==> config.mk <==
export PLATFORM = sky130hd
export DESIGN_NAME = tmip_gray_loader_flat
export DESIGN_NICKNAME = d
export VERILOG_FILES = /design/src/rtl/tmip_pkg.sv /design/src/rtl/tmip_gray_loader_if.sv /design/src/rtl/tmip_gray_alu.sv /design/src/rtl/tmip_gray_loader.sv /design/src/flat_wrapper.sv
export SDC_FILE = /design/constraint.sdc
export NUM_CORES = 1
export LEC_CHECK = 0
export BUFFER_PORTS_ARGS = -buffer_cell sky130_fd_sc_hd__buf_2
export CAP_MARGIN = 15
export CORE_UTILIZATION = 55
export DETAILED_ROUTE_END_ITERATION = 6
export GPL_ROUTABILITY_DRIVEN = 0
export PLACE_DENSITY = 0.78
export SLEW_MARGIN = 15
export SYNTH_ARGS = -nofsm -noshare
export SYNTH_HDL_FRONTEND = slang
export SYNTH_SLANG_ARGS = --single-unit
==> constraint.sdc <==
create_clock -name clk -period 4.6 [get_ports clk]
set_input_delay 0.69 -clock clk [delete_from_list [all_inputs] [get_ports clk]]
set_output_delay 0.69 -clock clk [all_outputs]
set_load 0.02 [all_outputs]
==> src/rtl/tmip_pkg.sv <==
// Shared types and helpers for the template-matching image pipeline.
package tmip_pkg;

  localparam logic [1:0] SZ_4  = 2'd0;
  localparam logic [1:0] SZ_8  = 2'd1;
  localparam logic [1:0] SZ_16 = 2'd2;
  localparam logic [1:0] SZ_32 = 2'd3;

  typedef enum logic {
    ST_IDLE = 1'b0,
    ST_RUN  = 1'b1
  } state_t;

  // Image side length for a size code: 4, 8, 16 or 32.
  function automatic int unsigned dim_of(input logic [1:0] code);
    return 32'd4 << code;
  endfunction

endpackage

==> src/rtl/tmip_gray_loader_if.sv <==
// Sample stream in, SRAM write beat and status out, for the gray loader.
interface tmip_gray_loader_if #(
  parameter int DW = 8,
  parameter int AW = 8
);
  logic          in_valid;
  logic [DW-1:0] image;
  logic [1:0]    image_size;
  logic          wr_en;
  logic [AW-1:0] wr_addr;
  logic [DW-1:0] wr_max;
  logic [DW-1:0] wr_avg;
  logic [DW-1:0] wr_wgt;
  logic          done;
  logic          abort;
  logic          busy;

  modport master (
    output in_valid, image, image_size,
    input  wr_en, wr_addr, wr_max, wr_avg, wr_wgt, done, abort, busy
  );

  modport slave (
    input  in_valid, image, image_size,
    output wr_en, wr_addr, wr_max, wr_avg, wr_wgt, done, abort, busy
  );
endinterface

==> src/rtl/tmip_gray_alu.sv <==
// Combinational RGB to grayscale: max, exact floor average, and quarter/half/quarter weighting.
module tmip_gray_alu #(
  parameter int DW = 8
) (
  input  logic [DW-1:0] r,
  input  logic [DW-1:0] g,
  input  logic [DW-1:0] b,
  output logic [DW-1:0] gmax,
  output logic [DW-1:0] gavg,
  output logic [DW-1:0] gwgt
);
  localparam int SW = DW + 2;

  logic [SW-1:0] sum;
  logic [DW-1:0] max_rg;

  always_comb begin
    sum    = SW'(r) + SW'(g) + SW'(b);
    max_rg = (r > g) ? r : g;
    gmax   = (max_rg > b) ? max_rg : b;
    // sum <= 3*(2^DW-1), so the quotient always fits DW bits
    gavg   = DW'(sum / SW'(3));
    // each term is truncated first; the total peaks at 2^DW - 3
    gwgt   = (r >> 2) + (g >> 1) + (b >> 2);
  end
endmodule

==> src/rtl/tmip_gray_loader.sv <==
// Serial RGB sample loader: groups R,G,B beats into pixels and emits one registered
// grayscale write beat per pixel, with frame done/abort detection and back-to-back frames.
//
// state   | meaning
// IDLE    | waiting for the first beat (R of pixel 0) of a frame
// RUN     | collecting channels; frame_full marks the last pixel already written
module tmip_gray_loader
  import tmip_pkg::*;
#(
  parameter int DW       = 8,
  parameter int MAX_CODE = 2,
  parameter int AW       = 2 * (MAX_CODE + 2)
) (
  input logic              clk,
  input logic              rst_n,
  tmip_gray_loader_if.slave bus
);
  localparam logic [1:0] MAX_CODE_L = 2'(MAX_CODE);

  state_t        state;
  logic          frame_full;
  logic [1:0]    ch_cnt;
  logic [1:0]    code_q;
  logic [AW-1:0] pix_cnt;
  logic [DW-1:0] r_q;
  logic [DW-1:0] g_q;

  logic          wr_en_q;
  logic [AW-1:0] wr_addr_q;
  logic [DW-1:0] wr_max_q;
  logic [DW-1:0] wr_avg_q;
  logic [DW-1:0] wr_wgt_q;
  logic          done_q;
  logic          abort_q;
  logic          busy_q;

  logic [1:0]    code_in;
  logic [AW-1:0] last_pix;
  logic          start;
  logic [DW-1:0] alu_max;
  logic [DW-1:0] alu_avg;
  logic [DW-1:0] alu_wgt;

  always_comb begin
    code_in  = (bus.image_size > MAX_CODE_L) ? MAX_CODE_L : bus.image_size;
    last_pix = AW'(dim_of(code_q) * dim_of(code_q) - 32'd1);
    // a new frame can begin from IDLE or in the cycle right after the last B beat
    start    = bus.in_valid && ((state == ST_IDLE) || frame_full);
  end

  tmip_gray_alu #(.DW(DW)) u_alu (
    .r    (r_q),
    .g    (g_q),
    .b    (bus.image),
    .gmax (alu_max),
    .gavg (alu_avg),
    .gwgt (alu_wgt)
  );

  always_ff @(posedge clk or negedge rst_n) begin
    if (!rst_n) begin
      state      <= ST_IDLE;
      frame_full <= 1'b0;
      ch_cnt     <= '0;
      code_q     <= '0;
      pix_cnt    <= '0;
      r_q        <= '0;
      g_q        <= '0;
      wr_en_q    <= 1'b0;
      wr_addr_q  <= '0;
      wr_max_q   <= '0;
      wr_avg_q   <= '0;
      wr_wgt_q   <= '0;
      done_q     <= 1'b0;
      abort_q    <= 1'b0;
      busy_q     <= 1'b0;
    end else begin
      wr_en_q <= 1'b0;
      done_q  <= 1'b0;
      abort_q <= 1'b0;
      if (start) begin
        state      <= ST_RUN;
        frame_full <= 1'b0;
        code_q     <= code_in;
        r_q        <= bus.image;
        ch_cnt     <= 2'd1;
        pix_cnt    <= '0;
        busy_q     <= 1'b1;
      end else if ((state == ST_IDLE) || frame_full) begin
        state      <= ST_IDLE;
        frame_full <= 1'b0;
        ch_cnt     <= '0;
        pix_cnt    <= '0;
        busy_q     <= 1'b0;
      end else if (!bus.in_valid) begin
        // early end: drop the partial pixel; busy clears on the following cycle
        state   <= ST_IDLE;
        abort_q <= 1'b1;
        ch_cnt  <= '0;
        pix_cnt <= '0;
      end else begin
        case (ch_cnt)
          2'd0: begin
            r_q    <= bus.image;
            ch_cnt <= 2'd1;
          end
          2'd1: begin
            g_q    <= bus.image;
            ch_cnt <= 2'd2;
          end
          default: begin
            wr_en_q   <= 1'b1;
            wr_addr_q <= pix_cnt;
            wr_max_q  <= alu_max;
            wr_avg_q  <= alu_avg;
            wr_wgt_q  <= alu_wgt;
            done_q    <= (pix_cnt == last_pix);
            ch_cnt    <= 2'd0;
            pix_cnt   <= pix_cnt + AW'(1);
            if (pix_cnt == last_pix) begin
              frame_full <= 1'b1;
            end
          end
        endcase
      end
    end
  end

  assign bus.wr_en   = wr_en_q;
  assign bus.wr_addr = wr_addr_q;
  assign bus.wr_max  = wr_max_q;
  assign bus.wr_avg  = wr_avg_q;
  assign bus.wr_wgt  = wr_wgt_q;
  assign bus.done    = done_q;
  assign bus.abort   = abort_q;
  assign bus.busy    = busy_q;

endmodule

==> src/flat_wrapper.sv <==
// flat-port wrapper written by rule: the top's interface ports become plain ports
module tmip_gray_loader_flat import tmip_pkg::*;
#(
  parameter int DW       = 8,
  parameter int MAX_CODE = 2,
  parameter int AW       = 2 * (MAX_CODE + 2)
)
  (clk, rst_n, bus_in_valid, bus_image, bus_image_size, bus_wr_en, bus_wr_addr, bus_wr_max, bus_wr_avg, bus_wr_wgt, bus_done, bus_abort, bus_busy);
  tmip_gray_loader_if #(.DW(DW), .AW(AW)) bus_i ();
  input logic clk;
  input logic rst_n;
  input wire logic [$bits(bus_i.in_valid)-1:0] bus_in_valid;
  input wire logic [$bits(bus_i.image)-1:0] bus_image;
  input wire logic [$bits(bus_i.image_size)-1:0] bus_image_size;
  output wire logic [$bits(bus_i.wr_en)-1:0] bus_wr_en;
  output wire logic [$bits(bus_i.wr_addr)-1:0] bus_wr_addr;
  output wire logic [$bits(bus_i.wr_max)-1:0] bus_wr_max;
  output wire logic [$bits(bus_i.wr_avg)-1:0] bus_wr_avg;
  output wire logic [$bits(bus_i.wr_wgt)-1:0] bus_wr_wgt;
  output wire logic [$bits(bus_i.done)-1:0] bus_done;
  output wire logic [$bits(bus_i.abort)-1:0] bus_abort;
  output wire logic [$bits(bus_i.busy)-1:0] bus_busy;
  assign bus_i.in_valid = bus_in_valid;
  assign bus_i.image = bus_image;
  assign bus_i.image_size = bus_image_size;
  assign bus_wr_en = bus_i.wr_en;
  assign bus_wr_addr = bus_i.wr_addr;
  assign bus_wr_max = bus_i.wr_max;
  assign bus_wr_avg = bus_i.wr_avg;
  assign bus_wr_wgt = bus_i.wr_wgt;
  assign bus_done = bus_i.done;
  assign bus_abort = bus_i.abort;
  assign bus_busy = bus_i.busy;
  tmip_gray_loader #(.DW(DW), .MAX_CODE(MAX_CODE), .AW(AW)) u_core (.clk(clk), .rst_n(rst_n), .bus(bus_i));
endmodule
# Yosys cells after proc, flatten, opt, wreduce, memory -nomap -nowiden
# Index checks and enable logic that the tools add are counted.
[totals] ff_bits=66 inputBits=13 out_inout_bits=36 wordCells=86
[classes] addsub=6 multipliers=1 n_div=1 n_lt_le_gt_ge=3 eq_ne=6 shifts=1 n_mux=36 n_bitwise=4 n_reduce_logical=13
[ops] cell="2-to-1 mux 8 bit" n=10
[ops] cell="multiplier 32 x 32 -> 8 bit" n=1
[ops] cell="<< shifter 3 x 2 -> 32 bit (first input constant)" n=1
[ops] cell="2-to-1 mux 1 bit" n=21
[ops] cell="greater-than comparator 8 bit" n=2
[ops] cell="adder 10 x 8 -> 10 bit" n=1
[ops] cell="divider 10 x 2 -> 10 bit (second input constant)" n=1
[ops] cell="adder 8 x 8 -> 9 bit" n=1
[ops] cell="adder 6 x 7 -> 8 bit" n=1
[ops] cell="adder 8 x 1 -> 8 bit (second input constant)" n=1
[ops] cell="adder 8 x 6 -> 8 bit" n=1
[ops] cell="equality test 8 bit" n=1
[ops] cell="2-to-1 mux 2 bit" n=4
[ops] cell="AND reduction 4 bit" n=2
[ops] cell="subtractor 8 x 1 -> 8 bit (second input constant)" n=1
[ops] cell="!= test 3 x 1 -> 1 bit (second input constant)" n=2
[ops] cell="AND reduction 3 bit" n=2
[ops] cell="nonzero test 2 bit" n=3
[ops] cell="nonzero test 3 bit" n=2
[ops] cell="!= test 4 x 2 -> 1 bit (second input constant)" n=1
[ops] cell="inverter 1 bit" n=4
[ops] cell="case mux 2 bit (2 select lines)" n=1
[ops] cell="equality test 2 x 1 -> 1 bit (second input constant)" n=1
[ops] cell="greater-than comparator 2 bit (second input constant)" n=1
[ops] cell="5 further kinds" n=5

# Logic depth before layout (Yosys ltp)
[depth] depth_word=9 depth_mapped=29 ltp_nobuf=27

# Hierarchy
# From an unflattened synthesis, not the netlist that was laid out.
[hier_totals] hier_cells=466 area_unflattened_um2=4779.6
[modules_own_cells] module="tmip_gray_loader" instances=1 cells_per_inst=172 area_each_um2=2572.5 seq_area_each_um2=1651.6
[modules_own_cells] module="tmip_gray_alu" instances=1 cells_per_inst=294 area_each_um2=2207.1 seq_area_each_um2=0.0

# Worst setup path before layout
# OpenSTA, ideal clock, no wires.
[synth_path] kind="register to register" from="register u_core.g_q[0]" to="register u_core.wr_avg_q[0] (netlist: u_core.bus.wr_avg[0])" setup_time_ns=0.101 arrival_time_ns=5.001 required_time_ns=4.499 slack_ns=-0.501 stages_incl_launch_ff=21 n_path_buf=0 synth_period_minus_slack_ns=5.101 cell_sequence="dfrtp_1 > ha_1 > inv_1 > fa_1 > o21ba_1 > or4_1 > nand2_1 > xnor2_1 > ha_1 > a2111oi_0 > o21a_1 > o221ai_1 > or3_1 > a21oi_1 > o21a_1 > o311ai_1 > a211o_1 > ha_1 > or2_1 > and4_1 > o32ai_1"
[synth_via] elab_chain_len=3
[synth_lines] item="start: declaration" line_no="tmip_gray_loader.sv:26" text="logic [DW-1:0] g_q;"
[synth_lines] item="start signal: assignment" line_no="tmip_gray_loader.sv:108" text="g_q <= bus.image;"
[synth_lines] item="adder 8 x 8 -> 9 bit" line_no="tmip_gray_alu.sv:18" text="sum = SW'(r) + SW'(g) + SW'(b);"
[synth_lines] item="adder 10 x 8 -> 10 bit" line_no="tmip_gray_alu.sv:18"
[synth_lines] item="divider 10 x 2 -> 10 bit" line_no="tmip_gray_alu.sv:22" text="gavg = DW'(sum / SW'(3));"
[synth_lines] item="end signal: assignment" line_no="tmip_gray_loader.sv:115" text="wr_avg_q <= alu_avg;"
[synth_lines] item="end: declaration" line_no="tmip_gray_loader.sv:31" text="logic [DW-1:0] wr_avg_q;"
# Every way passes these cells.
# A chain may end at the register's enable or synchronous reset.

# Worst setup path in the final report
# Ends and elaborated chain as after synthesis.

==> flow_summary.ini <==
[sta]
layout_min_cycle_time_ns = 4.957
setup_ws_ns = -0.3565
max_slew_margin_pct = 44.79
tightest_slew_ns = 0.8281
whs_ns = 0.4334
fin_crit_sh_pct = 107.8
rsz0062_at_grt = yes
fin_skew_ns = 0.009535
finalMaxSlewViolations = 0
fmaxAchievable_mhz = 201.8
finalSetupViolations = 2
fin_setup_tns_ns = -0.5048
hold_viol = 0

[power]
p_leak_nw = 3.141
irDropWorstVdd_mv = 1.066
total_power_mw = 5.918
power.density_nw_per_um2 = 905.3

[clock_network]
clk_latency_ns = 0.35
clk_path_buf_depth = 2
cts_tree = built
cts_made_buffers = 9
cts_root_buf = clkbuf_8
htreeDepth = 3
clk_pin_slew_ns = 0.08
numClockSinks = 66

[yosys]
yosysWarnings = 0
synth_area_um2 = 5056
synthArstFlopShare_pct = 100.0
synth_edf_count = 0
syn_nets = 649
synthFlopType = dfrtp_1
syn_avg_cell_area_um2 = 8.628
synth_cell_type_count = 73
postSynthCellCount = 586
synth_seq_cells = 66
ys_seq_area_share_pct = 32.67

[setup_path]
crit_path_end_kind = register
path_max_fanout = 4
cp_common_cell = ha_2
critPathSlowestCell = or4_4
worst-setup-path-type = reg -> reg
arrival_ns = 5.22
path_cells = ha_2 -> inv_2 -> fa_2 -> o21ba_4 -> or4_4 -> nand2_4 -> xnor2_4 -> ha_4 -> a2111oi_4 -> o21a_1 -> o221ai_2 -> or3_4 -> a21oi_4 -> o21a_4 -> o311ai_2 -> a211o_1 -> ha_2 -> or2_4 -> and4_4 -> o32ai_2
worstPathBufferInverterCount = 1
startpoint_type = register
critical-path-max-stage-delay_ns = 0.44
required_ns = 4.87
crit_family = compound AO/OA/AOI/OAI gates

[status]
violations = DRC, setup timing
outcome = complete, but fails checks

[hold_path]
hp-class = in -> async

[floorplanning]
row_count = 34
core_area_um2 = 8806
dieArea_um2 = 9580
io_pins = 49
die_w_um = 97.88
die_y_um = 97.88
start_util_pct = 57.42

[final_layout]
fillerInstances = 602
diodes = 0
area_growth_pct = 29.30
mostFrequentLayoutCell = nand2_1
final_nets = 779
drive_above_1_share_pct = 31.62
final_cell_mix = nand2_1 (93), buf_4 (91), dfrtp_1 (66)

[placement]
dpl.hpwl_um = 9512
portBuffers = 48
place_ws_ns = -0.3813

[global_routing]
grt_max_degree = 53
gr-total-overflow = 0
grt_first_pass_wirelength_um = 22090
antenna_found_initial = 0
grt_use_total_pct = 28.37
first_global_vias = 4672

[drt]
routedWlPerCell_um = 16.90
drc = 6
met1_length_um = 5845
drtAntennaViolNets = 0
wl_met3_um = 710
highest_layer = met4
drt_first_pass_iters = 7
drt-total-wl_um = 14010
drt_iter0_drc = 317
num_vias = 4957
met2WireLength_um = 7018
viasPerCell = 5.979

[flow_run]
maxCapViolCount = 0
sequential cells by signal, indices dropped and copies added (netlist names):
signal	flops
u_core.bus.abort	1
u_core.bus.busy	1
u_core.bus.done	1
u_core.bus.wr_addr	8
u_core.bus.wr_avg	8
u_core.bus.wr_en	1
u_core.bus.wr_max	8
u_core.bus.wr_wgt	8
u_core.ch_cnt	2
u_core.code_q	2
u_core.frame_full	1
u_core.g_q	8
u_core.pix_cnt	8
u_core.r_q	8
u_core.state	1
cells in the mapped netlist, types with 4 or more instances:
cell type | instances | area (µm²)
o21a_1 | 6 | 45.04
o221ai_1 | 4 | 35.03
mux2i_1 | 12 | 120.1
nor2_1 | 44 | 165.2
xnor2_1 | 13 | 113.9
or3_1 | 4 | 25.02
dfrtp_1 | 66 | 1652
mux2_2 | 8 | 90.09
inv_1 | 32 | 120.1
nand2_1 | 96 | 360.4
nand4_1 | 10 | 62.56
a211oi_1 | 5 | 37.54
nand3_1 | 13 | 65.06
o21ai_0 | 60 | 300.3
a21o_1 | 10 | 75.07
nor2b_1 | 4 | 25.02
fa_1 | 9 | 180.2
nor3_1 | 11 | 55.05
a21oi_1 | 31 | 155.2
clkbuf_1 | 19 | 71.32
xor2_1 | 11 | 96.34
nand2b_1 | 5 | 31.28
ha_1 | 41 | 513.0
cell type report:
class / instances / area [µm²] / area share, %
Inverter: 33 / 123.9 / 1.895
Tap cell: 108 / 135.1 / 2.067
Clock buffer: 10 / 137.6 / 2.105
Sequential cell: 66 / 1652 / 25.26
Timing Repair Buffer: 143 / 968.4 / 14.81
Multi-Input combinational cell: 463 / 3457 / 52.88
Clock inverter: 6 / 63.81 / 0.9761
stage by stage:
stage	util (%)	instance area, µm²	std cells
after floorplan	-	5110	586
after global placement	67.90	5979	798
after detailed placement	67.90	5979	798
after CTS	72.07	6346	819
after global routing	74.24	6538	829
final	74.24	6538	829
per-layer routing:
layer,up-vias,track usage [%]
li1,2350,-
met1,2369,35.84
met2,189,49.73
met3,49,4.510
met4,0,8.858
met5,-,0
final timing paths:
kind	start	end	slack, ns	depth (start not counted)
worst max-delay path	u_core.g_q[0]	u_core.bus.wr_avg[0]	-0.36	20
worst min-delay path	rst_n	u_core.bus.wr_wgt[2]	0.43	1
worst max register to register	u_core.g_q[0]	u_core.bus.wr_avg[0]	-0.36	20
worst min register to register	u_core.bus.wr_wgt[1]	u_core.bus.wr_wgt[1]	0.47	2
max in group asynchronous	rst_n	u_core.state	3.27	2
min in group clk	u_core.bus.wr_wgt[1]	u_core.bus.wr_wgt[1]	0.47	2
cell families (layout without fill, tap and decap cells):
logic type / after synthesis / after routing / synth area share (%)
buffers and inverters: 57 / 192 / 4.504
and+or+nand+nor: 202 / 202 / 18.39
muxes: 20 / 20 / 4.158
adders and majority gates: 50 / 50 / 13.71
xor gates and xnor gates: 25 / 25 / 4.603
DFF: 66 / 66 / 32.67
AOI/OAI and AO/OA: 166 / 166 / 21.98
power by group:
group	leakage [nW]	internal (mW)	total, mW	switching (mW)
Sequential	0.854	0.697	0.769	0.0719
Combinational	2.19	2.11	4.64	2.53
Clock	0.0987	0.265	0.509	0.244
Total	3.14	3.07	5.92	2.85
what timing repair did:
item,4_1_cts,5_1_grt
hold buffers,0,0
cloned,0,0
gates resized for setup,23,27
setup endpoints to repair,4,6
setup buffers,5,10
pin swaps,16,17
No activity file was read; power rests on OpenSTA's default activity.
